===== config.mk =====
export PLATFORM = sky130hd
export DESIGN_NAME = ifu_axil_fetch
export DESIGN_NICKNAME = d
export VERILOG_FILES = /design/src/rtl/ifu_axil_fetch.sv
export SDC_FILE = /design/constraint.sdc
export NUM_CORES = 1
export LEC_CHECK = 0
export BUFFER_PORTS_ARGS = -buffer_cell sky130_fd_sc_hd__buf_2
export CAP_MARGIN = 5
export CORE_AREA = 2 2 99 101
export CTS_CLUSTER_SIZE = 10
export DETAILED_ROUTE_END_ITERATION = 8
export DIE_AREA = 0 0 101 103
export GPL_TIMING_DRIVEN = 0
export PLACE_DENSITY = 0.73
export SLEW_MARGIN = 40
export SYNTH_ARGS = -nofsm -noshare
export SYNTH_HDL_FRONTEND = slang
export SYNTH_SLANG_ARGS = --single-unit

===== constraint.sdc =====
create_clock -name clk -period 3.75 [get_ports clk]
set_input_delay 0 -clock clk [delete_from_list [all_inputs] [get_ports clk]]
set_output_delay 0 -clock clk [all_outputs]
set_load 0.02 [all_outputs]

===== src/rtl/ifu_axil_fetch.sv =====
// Instruction-fetch bridge: one outstanding AXI-lite read per PC request, misaligned PCs answered locally.
// Optional watchdog on the memory side enabled by defining IFU_TIMEOUT_EN.
module ifu_axil_fetch #(
    parameter int ADDR_W      = 32,
    parameter int DATA_W      = 32,
    parameter int TIMEOUT_CYC = 255
) (
    input  logic              clk,
    input  logic              rst,
    input  logic [ADDR_W-1:0] araddr,
    input  logic              arvalid,
    output logic              arready,
    output logic [DATA_W-1:0] rdata,
    output logic [1:0]        rresp,
    output logic              rvalid,
    input  logic              rready,
    output logic [ADDR_W-1:0] m_araddr,
    output logic              m_arvalid,
    input  logic              m_arready,
    input  logic [DATA_W-1:0] m_rdata,
    input  logic [1:0]        m_rresp,
    input  logic              m_rvalid,
    output logic              m_rready,
    output logic [31:0]       fetch_cnt
);

    typedef enum logic [1:0] {
        S_IDLE,
        S_ADDR,
        S_DATA,
        S_HOLD
    } state_t;

    localparam logic [1:0] RESP_SLVERR = 2'b10;

    state_t            r_state;
    state_t            w_next;
    logic [DATA_W-1:0] r_rdata;
    logic [1:0]        r_rresp;
    logic [ADDR_W-1:0] r_maddr;
    logic [31:0]       r_cnt;
    logic              w_aligned;
    logic              w_timeout;

    assign w_aligned = (araddr[1:0] == 2'b00);

`ifdef IFU_TIMEOUT_EN
    localparam int TW = (TIMEOUT_CYC > 255) ? $clog2(TIMEOUT_CYC) : 8;

    logic [TW-1:0] r_wdog;

    always_ff @(posedge clk or posedge rst) begin
        if (rst) begin
            r_wdog <= '0;
        end else if (r_state == S_IDLE && w_next == S_ADDR) begin
            r_wdog <= '0;
        end else if (r_state == S_ADDR || r_state == S_DATA) begin
            r_wdog <= r_wdog + 1'b1;
        end
    end

    assign w_timeout = (r_state == S_ADDR || r_state == S_DATA) &&
                       (r_wdog == TW'(TIMEOUT_CYC - 1));
`else
    // No watchdog in this build; the parameter stays for interface compatibility.
    assign w_timeout = 1'b0 && (TIMEOUT_CYC > 0);
`endif

    always_ff @(posedge clk or posedge rst) begin
        if (rst) begin
            r_state <= S_IDLE;
        end else begin
            r_state <= w_next;
        end
    end

    // In ADDR the watchdog wins over a coincident m_arready; in DATA returned data wins.
    always_comb begin
        w_next = r_state;
        case (r_state)
            S_IDLE: begin
                if (arvalid) begin
                    w_next = w_aligned ? S_ADDR : S_HOLD;
                end
            end
            S_ADDR: begin
                if (w_timeout) begin
                    w_next = S_HOLD;
                end else if (m_arready) begin
                    w_next = S_DATA;
                end
            end
            S_DATA: begin
                if (m_rvalid || w_timeout) begin
                    w_next = S_HOLD;
                end
            end
            S_HOLD: begin
                if (rready) begin
                    w_next = S_IDLE;
                end
            end
            default: w_next = S_IDLE;
        endcase
    end

    always_ff @(posedge clk or posedge rst) begin
        if (rst) begin
            r_rdata <= '0;
            r_rresp <= '0;
            r_maddr <= '0;
            r_cnt   <= '0;
        end else begin
            case (r_state)
                S_IDLE: begin
                    if (arvalid) begin
                        if (w_aligned) begin
                            r_maddr <= araddr;
                        end else begin
                            r_rdata <= '0;
                            r_rresp <= RESP_SLVERR;
                        end
                    end
                end
                S_ADDR: begin
                    if (w_timeout) begin
                        r_rdata <= '0;
                        r_rresp <= RESP_SLVERR;
                    end
                end
                S_DATA: begin
                    if (m_rvalid) begin
                        r_rdata <= m_rdata;
                        r_rresp <= m_rresp;
                    end else if (w_timeout) begin
                        r_rdata <= '0;
                        r_rresp <= RESP_SLVERR;
                    end
                end
                S_HOLD: begin
                    if (rready) begin
                        r_cnt <= r_cnt + 32'd1;
                    end
                end
                default: ;
            endcase
        end
    end

    assign arready   = (r_state == S_IDLE);
    assign m_arvalid = (r_state == S_ADDR);
    assign m_rready  = (r_state == S_DATA);
    assign rvalid    = (r_state == S_HOLD);
    assign rdata     = r_rdata;
    assign rresp     = r_rresp;
    assign m_araddr  = r_maddr;
    assign fetch_cnt = r_cnt;

endmodule


# Yosys cells after proc, flatten, opt, wreduce, memory -nomap -nowiden
# Cells that the tools add are included.
classes:
  addsub: 1
  multipliers: 0
  div_mod_pow: 0
  n_lt_le_gt_ge: 0
  n_eq_ne: 8
  shift: 0
  n_mux: 14
  bitwise: 0
  n_reduce_logical: 7
ops:
  columns: ["op", "count"]
  rows:
  - ["32-bit two-way mux", 3]
  - ["32-bit case mux with 2 select lines", 1]
  - ["32-bit by 1-bit adder with 32-bit output, second input constant", 1]
  - ["2-bit two-way mux", 8]
  - ["2-bit case mux with 4 select lines", 1]
  - ["4-bit AND reduction", 2]
  - ["2-bit inequality test, second input constant", 3]
  - ["2-bit == test, second input constant", 2]
  - ["2-bit logical NOT", 2]
  - ["2-bit by 1-bit inequality test with 1-bit output, second input constant", 2]
  - ["2-bit case mux with 2 select lines", 1]
  - ["3-bit AND reduction", 1]
  - ["2-bit by 1-bit == test with 1-bit output, second input constant", 1]
  - ["2-bit AND reduction", 1]
  - ["2-bit nonzero test", 1]
totals:
  ff_bits: 100
  latch_bits: 0
  ram_bits: 0
  rom_bits: 0
  in_bits: 72
  elab_cells: 35
  n_memories: 0

# Logic depth before layout (Yosys ltp)
# Gate-level depths: netlist (run 1).
depth:
  depth_word: 4
  mapped_depth: 8
  mapped_depth_nobuf: 6

# Worst setup path before layout (run 1)
# Ideal clock, no wire load.
synth_path:
  path_kind: "flip-flop to flip-flop"
  from: "reg r_state[0]"
  to: "reg r_rdata[0], in the netlist rdata[0]"
  arrival_ns: 1.741
  setup_slack_ns: 1.888
  stages_incl_launch_ff: 9
  n_path_buf: 2
  period_less_slack_ns: 1.862
  path_cell_list: "dfrtp_1 -> inv_1 -> ha_1 -> and2b_1 -> a221oi_2 -> and2_1 -> buf_2 -> buf_2 -> a22o_1"
synth_between:
  elab_chain_cells: 3
  word_cells_on_any_way: 8
  cone_classes: "eq/ne (4); mux (1); reduce/logical (3)"
synth_rtl:
  columns: ["element", "line_no", "rtl"]
  rows:
  - ["from (decl)", "36", "state_t r_state;"]
  - ["from (signal assigned)", "73", "r_state <= w_next;"]
  - ["2-bit logical NOT (*)", null, null]
  - ["net arready", "12", "output logic arready,"]
  - ["2-bit inequality test (no line) or 2-bit nonzero test (tied branches)", null, null]
  - ["4-bit AND reduction (no line)", null, null]
  - ["to (signal assigned)", "133", "r_rdata <= m_rdata;"]
  - ["to (decl)", "38", "logic [DATA_W-1:0] r_rdata;"]
# The timed path passes the listed nets; every way through them passes the cells marked *.
# A chain may end at the register's enable or synchronous reset.

# Worst setup path after layout (run 1)
layout_path:
  from: "reg r_state[0]"
  to: "reg r_rdata[8], in the netlist rdata[8]"
layout_between:
  elab_chain_cells: 3
  word_cells_on_any_way: 8
  cone_classes: "eq/ne (4); mux (1); reduce/logical (3)"
layout_rtl:
  columns: ["element", "line_no", "rtl"]
  rows:
  - ["2-bit == test or 2-bit logical NOT (tied branches)", "114", "case (r_state)"]
  - ["2-bit inequality test (no line) or 2-bit nonzero test (tied branches)", null, null]
  - ["4-bit AND reduction (no line)", null, null]
# Parallel ways exist; a longest one is shown, timed or not.

==> results of run 1 <==
per-stage QoR:
step,power (mW),worst slack (ns),hold WS (ns),utilization [%]
2_1_floorplan,2.78,1.13,0.135,-
3_3_place_gp,3.32,0.0937,0.222,54.0
3_5_place_dp,3.39,1.73,0.00922,54.3
4_1_cts,4.15,1.73,0.0901,63.5
5_1_grt,4.38,1.53,0.129,63.5
6_report,4.13,1.69,0.112,63.5
how the worst max path moves through the flow:
| stage | startpoint | endpoint | slack (ns) | depth (start not counted) |
|---|---|---|---|---|
| 2_1_floorplan | rst | fetch_cnt[0] | 1.13 | 1 |
| 3_3_place_gp | rst | fetch_cnt[12] | 0.09 | 2 |
| 3_5_place_dp | r_state[0] | rdata[29] | 1.73 | 7 |
| 4_1_cts | r_state[0] | rdata[3] | 1.73 | 7 |
| 5_1_grt | r_state[0] | rdata[6] | 1.53 | 7 |
| 6_report | r_state[0] | rdata[8] | 1.69 | 7 |
layout by cell type (no fill, tap or decap), types with 2 or more instances in the layout:
cell and count:
and4_1 2, ha_1 6, nand3_2 3, nand4_1 11, nand4_4 2, xor2_1 4
clkbuf_1 5, nand3_1 12, nor2b_1 2, inv_1 9, buf_4 3, a22o_1 33
mux2_1 2, and3_1 7, nor2_2 2, mux2_2 30, buf_2 177, clkinv_2 2
xnor2_1 27, and2_1 3, dfrtp_1 100, nor2_1 6, dlygate4sd3_1 66, nand2_1 7
clkbuf_8 11, nor4_4 2
routing by layer:
layer	track usage (%)	part of all wire, %	vias to the layer above	routed length [um]
met5	0	0	-	0
met4	8.42	1.2	0	123
met3	3.93	6.4	11	678
met2	35.0	51	126	5440
met1	24.8	41	1632	4420
li1	-	-	1547	-
worst register-to-register path: stages (launching register included):
cell	delay, ns
dfrtp_1	0.41
inv_1	0.13
ha_1	0.28
and2b_1	0.19
a221oi_2	0.05
o21ai_1	0.30
clkbuf_1	0.44
a22o_1	0.22
layout make-up:
| cell class | count | area (um^2) |
|---|---|---|
| buffer | 12 | 68.8 |
| clock buffer | 12 | 155 |
| clock inverter | 4 | 47.5 |
| fill | 727 | 3460 |
| inverter | 10 | 45.0 |
| multi-input combinational | 172 | 1490 |
| sequential | 100 | 2500 |
| tap | 114 | 143 |
| timing repair buffer | 240 | 1550 |
cell families (layout without fill, tap and decap cells):
kind of cell / count (synthesis) / in the layout / synth area share, %
buffers and inverters: 22 / 278 / 2.60
xor gates and xnor gates: 31 / 31 / 6.63
AOI/OAI and AO/OA: 39 / 39 / 8.19
DFF: 100 / 100 / 61.1
muxes: 33 / 33 / 9.04
and+or+nand+nor: 63 / 63 / 10.6
adders and majority gates: 6 / 6 / 1.83
registers in the layout, summed over array words and instances, names as in the netlist:
name and count:
r_state 2, rdata 32, fetch_cnt 32, rresp 2
m_araddr 32
power breakdown:
group	leakage (nW)	total [mW]	internal [mW]	switching, mW
Clock	0.102	0.697	0.343	0.354
Sequential	1.29	1.64	1.44	0.202
Combinational	1.77	1.80	0.738	1.06
==> run_results.csv, run 1 <==
group,metric,value,unit
sta,hold_violations,0,
floorplanning,coreArea,0.00946,mm^2
synthesis,ys_types,35,
run_status,status,"finished clean",
sta,slew_violations,0,
floorplanning,dieArea,0.0104,mm^2
final_layout,final_cell_area,0.00600,mm^2
drt,wire_per_inst,16.1,um
drt,ant_nets,0,
min_path,hold_depth,4,
clock_tree,clk_pin_slew_worst_paths,0.08,ns
sta,slew_headroom,66.5,%
global_route,grt_pass1_vias,3333,
final_layout,layout.cells.non_filler,664,
sta,setup_viol,0,
placed_design,portBuffers,173,
placed_design,placed_area,0.00514,mm^2
sta,rsz0062_at_grt,"false",
synthesis,ys_seq_area_share,61.1,%
drt,dr.pass1.iters,4,
synthesis,ys_warn_count,0,
drt,initialDrtViolationCount,75,
clock_tree,cts_resized,0,
worst_setup_path,cp-end-kind,"register",
final_layout,drive_gt1_share,43.6,%
synthesis,syn_avg_cell_area,13.9,um^2
synthesis,synth_largest_area_cell,"dfrtp_1",
worst_setup_path,rrSetupSlack,1.69,ns
placed_design,dp.cells,582,
pwr,p_leak,3.16,nW
worst_setup_path,cp_num_buf_inv,2,
global_route,grt_pass1_wl,16200,um
flow_run,maxCapViolCount,0,
clock_tree,clockRootBuffer,"clkbuf_8",
floorplanning,die_height,103,um
min_path,holdCritStartpoint,"araddr[1]",
synthesis,syn_inst,294,
floorplanning,floorplan.die.width,101,um
sta,fmax,0.484,GHz
worst_setup_path,worstPathArrival,2.35,ns
clock_tree,hold_buffers,66,
worst_setup_path,critPathMaxFanout,10,
worst_setup_path,path_cells,"inv_1, ha_1, and2b_1, a221oi_2, o21ai_1, clkbuf_1, a22o_1",
worst_setup_path,worst-r2r-cell-count,7,
floorplanning,pin_count,174,
clock_tree,cts-buffers-inserted,9,
min_path,hold_class,"input port to register",
synthesis,synth_edf_count,0,
drt,vias,3316,
clock_tree,htree_num_levels,3,
synthesis,yosys-top-cells-area,"dfrtp_1, mux2_2, a22o_1, xnor2_1, ha_1",
synthesis,ys.flop_type,"dfrtp_1",
worst_setup_path,required,4.04,ns
drt,viasPerCell,4.99,
min_path,holdPathEnd,"r_state[1]",
synthesis,synthesis.area,0.00410,mm^2
global_route,track_usage,20.1,%
worst_setup_path,r2r_start,"r_state[0]",
sta,setup_tns,0,ns
drt,drt-total-wl,10700,um
pwr,ir_drop,0.310,mV
final_layout,area_growth,46.6,%
pwr,power-per-cell-area,689,mW/mm^2
synthesis,async_flop_share,100,%
global_route,overflow,0,
synthesis,syn-num-nets,372,
final_layout,nets,623,
worst_setup_path,crit_slowest_cell,"clkbuf_1",
sta,tightest_slew,0.499,ns
global_route,grt_max_degree,60,
synthesis,synth_top_cell_area_share,61.1,%
worst_setup_path,cp-start-kind,"register",
worst_setup_path,critPathKind,"register to register",
sta,fin_skew,0.00978,ns
sta,fin_crit_sh,55.1,%
drt,route.detailed.drc,0,
global_route,antenna_found_initial,0,
synthesis,synth_seq_cells,100,
worst_setup_path,path_delay_family,"buffers and inverters",
clock_tree,cts.sinks,100,
worst_setup_path,worst_r2r_endpoint,"rdata[8]",
sta,min_period,2.06,ns
synthesis,synth_commonest_cells,"dfrtp_1, a22o_1, mux2_2, xnor2_1, nand3_1",
floorplanning,start_util,43.3,%
floorplanning,rows,36,
worst_setup_path,slowest_delay,0.44,ns
placed_design,finalWeightedCongestion,0.794,
clock_tree,cts_tree,"yes",
synthesis,synth.most_common_cell,"dfrtp_1",
clock_tree,post_cts.repair.setup_buffers,0,
clock_tree,cts_buffer_depth,2,
clock_tree,clock_latency,0.36,ns
final_layout,n_antenna_cell,0,
placed_design,place_hpwl,6810,um
Power figures use the tool's default switching activity.
==> run 2, diff against run 1 <==
- clock period: 3.75 -> 2 ns (I/O delays scaled with it)
==> run 2 against run 1 <==
Die area unchanged. Largest power group unchanged. Non-clock buffer count increased by 4. Final area grew 1.7%. Setup slack lost 1.6 ns. Cell count is 0.45% higher. Clock skew grew 0.0023 ns. Global-route usage about the same. Fmax rose by 10%.
==> run_results.csv, run 2 (synthesis gave the netlist of run 1 again) <==
group,metric,value,unit
final_layout,drive_gt1_share,45.2,%
global_route,grtUsageMet2,35.6,%
clock_tree,cts-buffers-inserted,9,
clock_tree,clockRootBuffer,"clkbuf_8",
sta,setup_viol,0,
floorplanning,floorplan.die.width,101,um
global_route,grt-busiest-layer,"met2",
pwr,combPwrFrac,44.4,%
worst_setup_path,worstSetupStartpoint,"r_state[0]",
placed_design,dp_slack,-0.00187,ns
worst_setup_path,worst_r2r_endpoint,"rdata[16]",
worst_setup_path,path_cells,"inv_1, ha_2, and2b_1, a221oi_2, and2_1, clkbuf_4, buf_4, a22o_1",
worst_setup_path,crit_slowest_cell,"dfrtp_1",
worst_setup_path,required,2.25,ns
flow_run,maxCapViolCount,0,
sta,min_period,1.87,ns
placed_design,place_hpwl,7110,um
worst_setup_path,path_delay_family,"buffers and inverters",
final_layout,final_cell_mix,"buf_2, dfrtp_1, dlygate4sd3_1",
sta,tightest_slew,0.466,ns
worst_setup_path,critPathKind,"register to register",
final_layout,n_antenna_cell,0,
pwr,power_switching,3.07,mW
placed_design,dp.cells,586,
worst_setup_path,endpoint,"rdata[16]",
final_layout,final_util,64.6,%
drt,viasPerCell,5.06,
drt,ant_nets,0,
final_layout,seq_area,0.00250,mm^2
clock_tree,htree_num_levels,3,
clock_tree,cts_buffer_depth,2,
clock_tree,cts.sinks,100,
global_route,grt_pass1_vias,3360,
run_status,status,"finished clean",
pwr,pwr-share-clk,16.1,%
worst_setup_path,cp_num_buf_inv,3,
sta,setup_slack,0.130,ns
min_path,hold_class,"input port to register",
sta,fin_skew,0.0121,ns
worst_setup_path,worst-r2r-cell-count,8,
global_route,antenna_found_initial,0,
final_layout,nets,627,
global_route,grt_max_degree,26,
worst_setup_path,cp.depth,8,
final_layout,area_growth,49.1,%
floorplanning,coreArea,0.00946,mm^2
floorplanning,rows,36,
pwr,p_int,4.73,mW
drt,vias,3373,
clock_tree,cts_tree,"yes",
clock_tree,clock_latency,0.36,ns
pwr,power-per-cell-area,1280,mW/mm^2
worst_setup_path,worstPathArrival,2.12,ns
drt,dr.pass1.iters,4,
floorplanning,pin_count,174,
clock_tree,clk_pin_slew_worst_paths,0.09,ns
floorplanning,start_util,43.3,%
pwr,p_total,7.80,mW
sta,fin_crit_sh,93.5,%
drt,drt-total-wl,10800,um
floorplanning,dieArea,0.0104,mm^2
worst_setup_path,r2r_start,"r_state[0]",
pwr,p_leak,3.20,nW
pwr,ir_drop,0.504,mV
drt,wire_per_inst,16.2,um
placed_design,finalWeightedCongestion,0.779,
global_route,grtUsageMet3,4.47,%
pwr,sw_frac_of_total,39.4,%
worst_setup_path,cp-end-kind,"register",
floorplanning,die_height,103,um
final_layout,layout_commonest_cell,"buf_2",
global_route,grt_pass1_wl,16300,um
worst_setup_path,rrSetupSlack,0.13,ns
final_layout,fillers,697,
drt,route.detailed.drc,0,
sta,fmax,0.535,GHz
placed_design,portBuffers,173,
global_route,overflow,0,
global_route,met1_usage,24.0,%
drt,initialDrtViolationCount,102,
worst_setup_path,cp-start-kind,"register",
final_layout,layout.cells.non_filler,667,
worst_setup_path,critPathMaxFanout,10,
worst_setup_path,slowest_delay,0.40,ns
sta,slew_headroom,68.9,%
final_layout,multi_input_area,0.00149,mm^2
global_route,track_usage,20.1,%
sta,hold_violations,0,
sta,slew_violations,0,
pwr,seqPwrFrac,39.5,%
[run 2: changes by cell type in the layout (fill, tap and decap cells not counted), moves of 2 or more]
cell	delta
buf_16	+2
buf_2	-3
buf_4	+2
buf_6	+2
clkbuf_1	-5
clkbuf_2	+2
clkbuf_8	-2
[run 2: stage by stage]
stage,TNS [ns],hold slack [ns],area (um^2)
floorplan,0,0.135,4100
global placement,0,0.223,5110
detailed placement,-0.00187,-0.0333,5230
CTS,0,0.0955,6080
global route,-0.00160,0.138,6110
finish,0,0.110,6110
[run 2: worst min path at each step]
| stage | cells past startpoint | slack, ns | startpoint | end |
|---|---|---|---|---|
| 4_1_cts | 4 | 0.1 | m_rvalid | r_state[0] |
| 3_3_place_gp | 2 | 0.22 | araddr[6] | m_araddr[6] |
| 2_1_floorplan | 1 | 0.13 | araddr[5] | m_araddr[5] |
| 6_report | 4 | 0.11 | m_rvalid | r_state[0] |
| 3_5_place_dp | 2 | -0.03 | rst | m_araddr[25] |
| 5_1_grt | 4 | 0.14 | m_rvalid | r_state[0] |
[run 2: worst reg2reg max path: cells and delay by family (launching register included)]
kind                     cells  cell delay (ns)
AO/OA/AOI/OAI                2             0.28
buffers and inverters        3             0.49
flip-flops                   1             0.40
adder cells (fa/ha/maj)      1             0.25
AND/OR/NAND/NOR              2             0.34
[run 2: timing repair]
item / 4_1_cts / 5_1_grt
pin swaps: 0 / 2
setup endpoints to repair: 5 / 52
cloned: 0 / 0
hold endpoints to repair: 115 / 0
gates resized for setup: 3 / 12
hold buffers: 66 / 0
setup buffers: 0 / 1
[run 2: layout make-up]
type	count	area share [%]
flip-flops and latches	100	41.0
repair buffers	245	27.0
multi-input cells	172	24.4
well taps	114	2.34
clock buffers	9	2.03
plain buffers	11	1.41
clock inverters	6	1.07
inverters	10	0.676
[run 2: power groups by stage]
| stage | sequential [mW] | clock, mW | combinational, mW |
|---|---|---|---|
| global route | 3.15 | 1.39 | 3.72 |
| CTS | 3.07 | 1.30 | 3.39 |
| global placement | 3.06 | 0 | 3.16 |
| finish | 3.08 | 1.26 | 3.46 |
| floorplan | 3.87 | 0 | 1.34 |
| detailed placement | 3.11 | 0 | 3.26 |
[run 2: metal layers]
| layer | part of all wire [%] | vias up |
|---|---|---|
| met5 | 0 | - |
| met4 | 2.0 | 0 |
| met3 | 6.3 | 19 |
| met2 | 51 | 140 |
| met1 | 41 | 1656 |
| li1 | - | 1558 |
